File: src/rtl/hamming_encoder26_pipe.sv
// hamming_encoder26_pipe: two-stage valid/ready 26/5 Hamming encoder with handshake counter; optional fault injection under HAMMING_ENC_INJ_EN
module hamming_encoder26_pipe #(
  parameter int CNT_W = 16
) (
  input  logic             clk,
  input  logic             rst_n,
  input  logic             in_valid,
  output logic             in_ready,
  input  logic [25:0]      in_data,
  output logic             out_valid,
  input  logic             out_ready,
  output logic [25:0]      out_data,
  output logic [4:0]       out_code,
  output logic [CNT_W-1:0] word_cnt,
  input  logic             cnt_clr,
  input  logic             inj_req,
  input  logic [4:0]       inj_pos,
  output logic             inj_done
);
  function automatic logic [4:0] ecc(input logic [25:0] d);
    return {^(d & 26'h3FFF800), ^(d & 26'h3FC07F0), ^(d & 26'h3C3C78E),
            ^(d & 26'h333366D), ^(d & 26'h2AAAD5B)};
  endfunction
  logic             s1_v_q, s1_v_d, out_valid_q, out_valid_d;
  logic [25:0]      s1_d_q, s1_d_d, out_data_q, out_data_d;
  logic [4:0]       out_code_q, out_code_d;
  logic [CNT_W-1:0] cnt_q, cnt_d;
  logic             s2_adv, s1_adv, hs;
  logic [30:0]      flip;
  assign s2_adv    = !out_valid_q || out_ready;
  assign s1_adv    = s1_v_q && s2_adv;
  assign hs        = out_valid_q && out_ready;
  assign in_ready  = !s1_v_q || s2_adv;
  assign out_valid = out_valid_q;
  assign out_data  = out_data_q;
  assign out_code  = out_code_q;
  assign word_cnt  = cnt_q;
`ifdef HAMMING_ENC_INJ_EN
  logic       armed_q, armed_d, done_q, done_d;
  logic [4:0] pos_q, pos_d;
  assign flip     = (armed_q && pos_q != 5'd31) ? 31'(1) << pos_q : '0;
  assign inj_done = done_q;
  // Arm/overwrite on request; consume on the next S1->S2 transfer
  always_comb begin
    armed_d = inj_req ? 1'b1 : (s1_adv ? 1'b0 : armed_q);
    pos_d   = inj_req ? inj_pos : pos_q;
    done_d  = s1_adv && armed_q;
  end
  // Injection state registers
  always_ff @(posedge clk) begin
    if (!rst_n) begin
      armed_q <= 1'b0;
      pos_q   <= 5'd31;
      done_q  <= 1'b0;
    end else begin
      armed_q <= armed_d;
      pos_q   <= pos_d;
      done_q  <= done_d;
    end
  end
`else
  logic unused_inj;
  assign flip       = '0;
  assign inj_done   = 1'b0;
  assign unused_inj = ^{inj_req, inj_pos};
`endif
  // Pipeline advance, code generation and saturating counter
  always_comb begin
    s1_v_d                   = (in_valid && in_ready) ? 1'b1 : (s1_adv ? 1'b0 : s1_v_q);
    s1_d_d                   = (in_valid && in_ready) ? in_data : s1_d_q;
    out_valid_d              = s2_adv ? s1_v_q : out_valid_q;
    {out_code_d, out_data_d} = s1_adv ? ({ecc(s1_d_q), s1_d_q} ^ flip) : {out_code_q, out_data_q};
    cnt_d                    = cnt_clr ? CNT_W'(hs) : (hs && !(&cnt_q)) ? cnt_q + CNT_W'(1) : cnt_q;
  end
  // Stage and counter registers
  always_ff @(posedge clk) begin
    if (!rst_n) begin
      s1_v_q      <= 1'b0;
      s1_d_q      <= '0;
      out_valid_q <= 1'b0;
      out_data_q  <= '0;
      out_code_q  <= '0;
      cnt_q       <= '0;
    end else begin
      s1_v_q      <= s1_v_d;
      s1_d_q      <= s1_d_d;
      out_valid_q <= out_valid_d;
      out_data_q  <= out_data_d;
      out_code_q  <= out_code_d;
      cnt_q       <= cnt_d;
    end
  end
endmodule

File: config.mk
export PLATFORM = sky130hd
export DESIGN_NAME = hamming_encoder26_pipe
export DESIGN_NICKNAME = d
export VERILOG_FILES = /design/src/rtl/hamming_encoder26_pipe.sv
export SDC_FILE = /design/constraint.sdc
export NUM_CORES = 1
export LEC_CHECK = 0
export ABC_AREA = 1
export CORE_MARGIN = 2
export CORE_UTILIZATION = 45
export DETAILED_ROUTE_END_ITERATION = 10
export PLACE_DENSITY = 0.76
export SLEW_MARGIN = 20
export SYNTH_ARGS = -nofsm -noshare
export SYNTH_HDL_FRONTEND = slang
export SYNTH_SLANG_ARGS = --single-unit
File: constraint.sdc
create_clock -name clk -period 1.3 [get_ports clk]
set_input_delay 0.26 -clock clk [delete_from_list [all_inputs] [get_ports clk]]
set_output_delay 0.26 -clock clk [all_outputs]
set_load 0.02 [all_outputs]
* Word-level counts from Yosys, hierarchy flattened
Cells that the tools add are included. W data, S select, Z words.
Cells by class: add/sub/neg operators 1, multiply operators 0, divide/modulo/power cells 0, magnitude comparators 0, eq/ne operators 0, shift operators 0, muxes and demuxes 4, bitwise gates (word level) 1, reduce and logical (&&, ||, !) cells 18
Operator list (count):
- $reduce_xor A26 Y1 | 5
- $add A16 B1 Y16 const B | 1
- $reduce_and A16 Y1 | 1
- $logic_and A1 B1 Y1 | 4
- $mux W1 | 4
- $reduce_bool A2 Y1 | 2
- $logic_not A1 Y1 | 3
- $logic_or A1 B1 Y1 | 2
- $reduce_or A2 Y1 | 1
- $not A1 Y1 | 1
Word-level totals: register bits 75, latch bits 0, RAM bits 0, ROM bits 0, input bits 37, output and inout port bits 50, logic and storage cells 31, memories kept 0

* Depth between registers and ports, before layout
Gate-level depths: netlist of run 1.
depth in word-level cells 5, depth in mapped cells 13, mapped depth without buffers 13

* Worst setup path before layout of run 1
OpenSTA, ideal clock, no wires.
kind reg-to-reg, from reg cnt_q[0], in the netlist word_cnt[0], to reg cnt_q[1], in the netlist word_cnt[1], setup time 116 ps, data arrival time 1509 ps, required time 1184 ps, path slack -325 ps, stages on the path, launching flop included 10, path buffers 1, period minus slack after synthesis 1625 ps, cells stage by stage dfxtp_1 -> ha_1 -> nand3_2 -> nor2_2 -> nand3_2 -> nand2_4 -> inv_1 -> buf_2 -> nor2_1 -> nor2_1
Between the ends: longest elaborated chain between the ends 3, elaborated cells on any way between the ends 4, classes of those cells 1 x add/sub; 3 x reduce/logical
RTL lines:
- start: declaration | line 27 | logic [CNT_W-1:0] cnt_q, cnt_d;
- start signal: assignment | line 90 | cnt_q <= cnt_d;
- branches (longest 3 deep; another with $add A16 B1 Y16)
Parallel ways; which one is timed is not known. A chain may end at the register's enable or synchronous reset.

* Worst setup path after layout of run 1
from reg s1_d_q[17], to reg out_code_q[2], in the netlist out_code[2]
Between the ends: longest elaborated chain between the ends 1
RTL lines:
- start: declaration | line 25 | logic [25:0] s1_d_q, s1_d_d, out_data_q, out_data_d;
- start signal: assignment | line 79 | s1_d_q <= '0;
- start signal: assignment | line 86 | s1_d_q <= s1_d_d;
- $reduce_xor A26 Y1 | line 21 | return {^(d & 26'h3FFF800), ^(d & 26'h3FC07F0), ^(d & 26'h3C3C78E),
- end signal: assignment | line 89 | out_code_q <= out_code_d;
- end: declaration | line 26 | logic [4:0] out_code_q, out_code_d;
Every way passes these cells.

==> impl_metrics.tcl, run 1 <==
set metrics [dict create \
    run_status "finished, violations left" \
    violations_in_the_final_reports "setup timing" \
    syn-num-nets 600 \
    grt_use_total_pct 23.7 \
    core-area_mm2 0.00818 \
    vdd.ir_drop.worst_mv 0.669 \
    post-synth-top-count-cell "nand2_1" \
    detailroute.via_count 4419 \
    drc 0 \
    finalWorstPathRequiredPeriod_ns 1.49 \
    yosys-top-cells-area "dfxtp_1, nand2_1, o21ai_0, a21oi_1, nor2_1" \
    routedWlPerCell_um 16.4 \
    met2WireLength_um 6800 \
    grt-ovfl-total 0 \
    clk_path_buf_depth 2 \
    antenna_cells_inserted 0 \
    fin_total_pwr_mw 6.29 \
    syn_to_final_growth_pct 62.4 \
    switching_share_pct 32.3 \
    min_delay_worst_type "in2reg" \
    initial_antenna_violation_count 0 \
    dieWidth_um 95.5 \
    synth_sequential_area_ratio_pct 39.9 \
    floorplan.initialDensity_pct 46.1 \
    clk_pin_slew_ns 0.08 \
    hpwlAfterDp_um 7120 \
    vias_per_cell 5.43 \
    p_int_mw 4.26 \
    drt_first_iter_violations 307 \
    share_of_the_clock_period_used_by_the_worst_path_after_layout_pct 115 \
    power_density_mw_per_mm2 1030 \
    cp_endpoint_kind "flop" \
    fraction_of_layout_cells_with_a_size_suffix_above_1_pct 41.3 \
    io_buffer_count 79 \
    die-height_um 95.5 \
    first_global_vias 4004 \
    h-tree-depth 3 \
    maxUsedRoutingLayer "met4" \
    yosys_warnings 0 \
    drtAntennaViolNets 0 \
    area_fraction_of_the_dominant_cell_type_after_synthesis_pct 39.9 \
    clk_latency_ns 0.35 \
    drv_cap 0 \
    ctsRootBufferMaster "clkbuf_8" \
    wire_length_of_the_first_global_routing_pass_um 17300 \
    arrival_time_at_the_worst_endpoint_ns 1.74 \
    setup_ws_post_layout_ns -0.194 \
    register_share_of_total_power_pct 41.2 \
    synthTopCellsByCount "nand2_1, dfxtp_1, nor2_1, o21ai_0, inv_1" \
    drt_pre_antenna_iters 5 \
    cts_tree "done" \
    criticalPathCategory "reg2reg" \
    syn-mean-instance-area_um2 6.70 \
    power.switching_mw 2.03 \
    tritoncts_num_sinks 75 \
    max_clock_freq_mhz 669 \
    register_area_mm2 0.00158 \
    clock_skew_ns 0.00868 \
    grt_start_max_net_pins 50 \
    clock_power_share_pct 31.6 \
    synth-main-ff-cell "dfxtp_1" \
    final-hold-violation-count 0 \
    timing.critical_path.fanout_max 6 \
    clock_buffer_count_from_cts 9 \
    postSynthCellCount 562 \
    multiInputGateArea_mm2 0.00257 \
    dr_wl_met3_um 971 \
    std_cell_rows 33 \
    met1_length_um 5000 \
    synth_area_mm2 0.00376 \
    post_synth_edffs 0 \
    place_ws_ns -0.422 \
    setup.worst_path.start_class "flop" \
    slew_violations 0 \
    die-area_mm2 0.00911 \
    ys_async_sr_fraction_pct 0 \
    p_leak_nw 2.80 \
    synth_top_cell_by_area "dfxtp_1" \
    comb_power_share_pct 27.1 \
    number_of_distinct_library_cells_after_synthesis 29 \
    gpl.final_weighted_congestion 0.851 \
    timing.final.setup_violations 23 \
    layout.nets 743 \
    grt_setup_unrepaired "true" \
    critPathRequiredTime_ns 1.55 \
    fillerInstances 536 \
    synth-seq-cells 75 \
    routed_wl_um 13300 \
    pin_count 87 \
]
sequential cells by signal (all words and copies together), names as in the netlist:
register and cells:
out_code 5, s1_d_q 26, out_valid 1, word_cnt 16, out_data 26, s1_v_q 1
kinds of logic after synthesis:
family,synth area share [%]
compound gates,14.9
simple gates,29.9
xor+xnor,6.48
other cells,0.0996
buf+inv,8.37
flops,39.9
fa+ha+maj,0.332
stage by stage:
stage | cells | setup TNS, ns | util (%) | hold WS (ns) | instance area, um2
final | 814 | -2.62 | 74.8 | 0.362 | 6110
after floorplan | 562 | -0.434 | - | 0.425 | 3810
after global placement | 775 | -17.92 | 61.6 | 0.465 | 5030
after global routing | 814 | -4.43 | 74.8 | 0.385 | 6110
after detailed placement | 775 | -18.82 | 61.6 | 0.470 | 5030
after CTS | 798 | -1.80 | 67.4 | 0.483 | 5510
routing by layer:
metal,vias to the layer above,track usage [%]
met5,-,0
li1,2063,-
met3,71,5.38
met1,2079,29.1
met4,0,6.31
met2,206,41.8
final timing paths:
| kind | slack [ns] | to | from | depth (start not counted) |
|---|---|---|---|---|
| max | -0.19 | out_code[2] | s1_d_q[17] | 10 |
| min | 0.36 | s1_v_q | out_ready | 5 |
| max reg2reg | -0.19 | out_code[2] | s1_d_q[17] | 10 |
| min reg2reg | 0.48 | out_data[18] | out_data[18] | 2 |
critical path, stage by stage (launching register included):
cell and delay, ns:
dfxtp_4 0.38, nor2_1 0.23, nor2_4 0.07, nand2_1 0.11
nand3_1 0.09, nand2_1 0.12, inv_1 0.07, nand2_1 0.10
nand3_1 0.10, nand2_1 0.08, inv_1 0.05
what timing repair did:
item                       in CTS  in global routing
resized for setup             157                191
cloned                          0                  7
hold buffers                    0                  0
setup endpoints to repair      70                 96
setup buffers                   8                  9
pin swaps                      26                 40
cell type report:
| type | instances | share of cell area (%) |
|---|---|---|
| Inverter | 57 | 3.68 |
| Clock buffer | 10 | 2.25 |
| Timing Repair Buffer | 153 | 22.8 |
| Multi-Input combinational cell | 409 | 42.0 |
| Sequential cell | 75 | 25.9 |
| Clock inverter | 5 | 1.25 |
| Tap cell | 105 | 2.15 |
power groups by stage:
stage                     registers [mW]  logic (mW)  clock network (mW)
after global routing                2.61        1.84                2.11
final                               2.59        1.71                1.99
after detailed placement            2.60        1.28                   0
after floorplan                     2.66       0.726                   0
after global placement              2.60        1.24                   0
after CTS                           2.55        1.31                1.98
placed cells by master (no fill, tap or decap), types with 3 or more instances in the layout:
cell	synthesis	layout
buf_12	0	4
nand3_1	37	25
buf_2	8	4
o21ai_0	59	44
clkdlybuf4s15_2	0	5
nand2_1	148	103
clkbuf_16	0	4
nor2_4	0	5
clkbuf_2	1	19
nand3_2	3	13
o21ai_2	0	4
clkdlybuf4s50_1	0	29
dfxtp_4	0	14
dfxtp_1	75	38
inv_4	0	4
dfxtp_2	0	23
buf_4	1	57
inv_1	55	40
inv_2	1	13
a21oi_2	0	15
dlygate4sd2_1	0	4
nor2_1	65	55
nand2_4	1	20
xor2_1	14	6
clkdlybuf4s15_1	0	16
o21ai_1	0	9
buf_6	1	9
nand2_2	5	31
clkbuf_8	0	10
xor2_2	1	7
a21oi_1	52	37
nor2_2	1	6
xnor2_2	0	8
xnor2_1	12	3
(Power assumes the default switching activity.)
==> inputs of run 2 (changes only) <==
Settings changed: SKIP_CTS_REPAIR_TIMING set to 1.
==> run 2 against run 1 <==
Compared with the run above: setup slack better by 0.050 ns; sequential power about the same; critical endpoint is now word_cnt[15]; critical path type unchanged; sequential share of layout area is 0.41 points lower; fmax increased by 3.5%; via count fell by 0.23%; clock skew hardly changed; clock power barely moved; the flow still finishes with violations (setup timing).
==> impl_metrics.tcl, run 2 (synthesis gave the netlist of run 1 again) <==
set metrics [dict create \
    routed_wl_um 13100 \
    drc 0 \
    slew_violations 0 \
    pin_count 87 \
    crit_path_max_incr_delay_ns 0.36 \
    clock_buffer_count_from_cts 9 \
    timing.final.setup_violations 33 \
    die-area_mm2 0.00911 \
    layout.cells.non_filler 810 \
    vias_per_cell 5.44 \
    grt-ovfl-total 0 \
    grt_start_max_net_pins 50 \
    most_common_cell_after_layout_fill_and_taps_aside "nand2_1" \
    floorplan.initialDensity_pct 46.1 \
    drtAntennaViolNets 0 \
    die-height_um 95.5 \
    grt_setup_unrepaired "true" \
    drv_cap 0 \
    clk_pin_slew_ns 0.08 \
    criticalPathCategory "reg2reg" \
    gpl.final_weighted_congestion 0.851 \
    crit_chain "ha_4 -> nand3_4 -> nor2_4 -> nand3_2 -> nand2_4 -> inv_4 -> buf_12 -> nand2_2 -> a21oi_1" \
    ctsRootBufferMaster "clkbuf_8" \
    worst-path-stages 9 \
    vdd.ir_drop.worst_mv 0.642 \
    fin_total_pwr_mw 6.32 \
    first_global_vias 3822 \
    power_density_mw_per_mm2 1020 \
    layout.nets 739 \
    final_core_utilization_pct 75.9 \
    r2r.worst_path.cells 9 \
    timing.critical_path.fanout_max 8 \
    finalWorstPathRequiredPeriod_ns 1.44 \
    cp_top_family "simple AND/OR/NAND/NOR gates" \
    fraction_of_layout_cells_with_a_size_suffix_above_1_pct 37.9 \
    drt_pre_antenna_iters 6 \
    share_of_the_clock_period_used_by_the_worst_path_after_layout_pct 111 \
    h-tree-depth 3 \
    detailroute.via_count 4409 \
    holdWs_ns 0.360 \
    slowest_stage "dfxtp_4" \
    setup_ws_post_layout_ns -0.144 \
    core-area_mm2 0.00818 \
    clk_latency_ns 0.35 \
    setup.worst_path.start_class "flop" \
    clk_path_buf_depth 2 \
    place_ws_ns -0.422 \
    initial_antenna_violation_count 0 \
    wire_length_of_the_first_global_routing_pass_um 16200 \
    cts_tree "done" \
    routedWlPerCell_um 16.1 \
    std_cell_rows 33 \
    io_buffer_count 79 \
    dieWidth_um 95.5 \
    mostFrequentLayoutCells "nand2_1, buf_4, nor2_1" \
    cp_endpoint_kind "flop" \
    drt_first_iter_violations 241 \
    critPathRequiredTime_ns 1.53 \
    clock_skew_ns 0.00866 \
    antenna_cells_inserted 0 \
    max_clock_freq_mhz 692 \
    hold-path-cell-count 5 \
    grt_use_total_pct 22.3 \
    tritoncts_num_sinks 75 \
    syn_to_final_growth_pct 64.8 \
    placedCellCount 775 \
    critical_path_buf_inv_count 2 \
    min_delay_worst_type "in2reg" \
    arrival_time_at_the_worst_endpoint_ns 1.67 \
    violations_in_the_final_reports "setup timing" \
    hpwlAfterDp_um 7120 \
    final-hold-violation-count 0 \
    p_leak_nw 3.36 \
    run_status "finished, violations left" \
]
## run 2: layout make-up
cell class / count / area (um2)
tap: 105 / 131
inverter: 57 / 225
clock buffer: 10 / 138
timing repair buffer: 149 / 1550
sequential: 75 / 1580
fill: 531 / 1970
multi-input combinational: 409 / 2500
clock inverter: 5 / 76.3
## run 2: worst paths after layout
path,slack (ns),to,start
min,0.36,s1_v_q,out_ready
max reg2reg,-0.14,word_cnt[15],word_cnt[1]
min reg2reg,0.48,out_data[18],out_data[18]
max,-0.14,word_cnt[15],word_cnt[1]
## run 2: metal layers
| layer | track usage [%] | part of all wire (%) | wire length [um] | vias to the layer above |
|---|---|---|---|---|
| met2 | 38.6 | 51 | 6610 | 205 |
| met4 | 5.48 | 3.2 | 419 | 0 |
| met5 | 0 | 0 | 0 | - |
| met3 | 4.74 | 6.8 | 886 | 51 |
| li1 | - | - | - | 2067 |
| met1 | 28.3 | 39 | 5150 | 2086 |
## run 2: tightest hold or removal path, delay by kind of cell
kind,cells,cell delay [ns]
buf+inv,3,0.28
simple gates,1,0.06
compound gates,1,0.06
## run 2: metrics by stage
stage / TNS (ns) / instance area (um2)
6_report: -2.30 / 6210
5_1_grt: -4.76 / 6210
4_1_cts: -16.19 / 5250
3_5_place_dp: -18.82 / 5030
3_3_place_gp: -17.92 / 5030
2_1_floorplan: -0.434 / 3810
## run 2: where the power goes
| part | internal [mW] | switching [mW] | total (mW) | leakage, nW |
|---|---|---|---|---|
| clock network | 1.12 | 0.868 | 1.99 | 0.112 |
| logic | 0.753 | 0.981 | 1.73 | 2.62 |
| registers | 2.43 | 0.170 | 2.60 | 0.634 |
| total | 4.30 | 2.02 | 6.32 | 3.36 |
==> inputs of run 3 (changes only) <==
Settings changed: CORE_UTILIZATION 45 to 50, PLACE_DENSITY 0.76 to 0.8.
Clock period 1.3 ns to 1.64 ns, I/O delays scaled along.
==> run 3 against run 2 <==
Compared with the run above: the run now ends clean; global-route usage increased by 1.5 points; critical path depth fell by 8; first-iteration DRC count up 2.5%; sequential share of layout area is 3.6 points higher; power shrank 22%; wire length down 24%; non-clock buffer count is 51 lower; core utilization is 4.7 points lower; clock power shrank 3%; sequential power decreased by 22%; die area decreased by 9.6%; clock skew up 0.00075 ns.
==> impl_metrics.tcl, run 3 (synthesis gave the netlist of run 1 again) <==
set metrics [dict create \
    run_status "completed" \
    setup.worst_path.start_class "flop" \
    wire_length_of_the_first_global_routing_pass_um 16000 \
    final_core_utilization_pct 71.2 \
    hpwlAfterDp_um 7150 \
    slew_violations 0 \
    crit_chain "clkdlybuf4s50_1" \
    worst-path-stages 1 \
    floorplan.initialDensity_pct 51.9 \
    clock_skew_ns 0.00940 \
    io_buffer_count 79 \
    p_leak_nw 2.94 \
    initial_antenna_violation_count 0 \
    detailroute.via_count 3885 \
    final-hold-violation-count 0 \
    routedWlPerCell_um 13.2 \
    vdd.ir_drop.worst_mv 0.619 \
    clk_pin_slew_ns 0.08 \
    power_density_mw_per_mm2 957 \
    finalWorstPathRequiredPeriod_ns 1.60 \
    tritoncts_num_sinks 75 \
    fraction_of_layout_cells_with_a_size_suffix_above_1_pct 8.09 \
    critical_path.startpoint "out_data[8]" \
    multiInputGateArea_mm2 0.00198 \
    r2r.worst_path.cells 9 \
    regToRegEndpoint "word_cnt[13]" \
    critical_path.reg2reg.startpoint "word_cnt[0]" \
    most_common_cell_after_layout_fill_and_taps_aside "nand2_1" \
    placedCellCount 737 \
    drt_first_iter_violations 247 \
    arrival_time_at_the_worst_endpoint_ns 1.28 \
    cp_endpoint_kind "output pin" \
    grt-ovfl-total 0 \
    cp-endpoint "out_data[8]" \
    clock_buffer_count_from_cts 9 \
    grt_use_total_pct 23.8 \
    pin_count 87 \
    first_global_vias 3564 \
    h-tree-depth 3 \
    layout.cells.non_filler 754 \
    die-height_um 90.8 \
    critPathRequiredTime_ns 1.31 \
    drtAntennaViolNets 0 \
    fillerInstances 617 \
    dieWidth_um 90.8 \
    timing.hold.worst.start "out_data[20]" \
    timing.critical_path.fanout_max 2 \
    drc 0 \
    layout.nets 688 \
    gpl.final_weighted_congestion 0.885 \
    cp_top_family "buffers and inverters" \
    grt_start_max_net_pins 54 \
    max_clock_freq_mhz 624 \
    share_of_the_clock_period_used_by_the_worst_path_after_layout_pct 97.8 \
    timing.final.setup_violations 0 \
    ctsRootBufferMaster "clkbuf_8" \
    critical_path_buf_inv_count 1 \
    hold-path-cell-count 2 \
    criticalPathCategory "reg2out" \
    routed_wl_um 9930 \
    mostFrequentLayoutCells "nand2_1, dfxtp_1, nor2_1" \
    setup.reg_to_reg.worst_slack_ns 0.06 \
    clk_latency_ns 0.36 \
    std_cell_rows 31 \
    slowest_stage "clkdlybuf4s50_1" \
    fin_tns_setup_ns 0 \
    cts_tree "done" \
    clk_path_buf_depth 2 \
    register_area_mm2 0.00150 \
    setup_ws_post_layout_ns 0.0362 \
    drv_cap 0 \
    core-area_mm2 0.00725 \
    die-area_mm2 0.00824 \
    crit_path_max_incr_delay_ns 0.60 \
    antenna_cells_inserted 0 \
    min_delay_worst_type "reg2reg" \
    syn_to_final_growth_pct 37.2 \
    place_ws_ns -0.244 \
    holdWs_ns 0.481 \
    vias_per_cell 5.15 \
    drt_pre_antenna_iters 5 \
]
## run 3: changes by cell type in the layout (fill, tap and decap cells not counted), sizes merged
cell and change:
clkdlybuf4s50 +4, bufinv +2, dlymetal6s2s +1, clkinv -1, buf -49, clkbuf -5
inv -1, clkinvlp -1
## run 3: power breakdown
| group | internal, mW | switching [mW] | total, mW |
|---|---|---|---|
| Combinational | 0.410 | 0.571 | 0.981 |
| Clock | 1.25 | 0.692 | 1.94 |
| Sequential | 1.93 | 0.0953 | 2.02 |
## run 3: how the worst min path moves through the flow
stage	end	slack [ns]
after CTS	out_data[20]	0.49
final	out_data[20]	0.48
after global placement	out_data[17]	0.46
after global routing	out_data[20]	0.52
after floorplan	out_data[12]	0.46
after detailed placement	out_data[20]	0.47
## run 3: final cells by class
class	count	area share (%)
multi-input cells	409	38.3
well taps	99	2.40
flip-flops and latches	75	29.1
clock inverters	4	2.33
clock buffers	12	3.00
repair buffers	98	20.8
inverters	57	4.14
## run 3: metal layers
layer / part of all wire, % / global-route usage, % / vias up
li1: - / - / 1970
met1: 43 / 30.4 / 1800
met2: 50 / 40.0 / 98
met3: 4.8 / 3.76 / 17
met4: 2.2 / 10.2 / 0
met5: 0 / 0 / -
## run 3: metrics by stage
step           total power, mW  instance area, um2
3_3_place_gp              3.01                4740
3_5_place_dp              3.05                4740
5_1_grt                   5.18                5170
6_report                  4.95                5170
4_1_cts                   4.98                5010
2_1_floorplan             2.68                3760
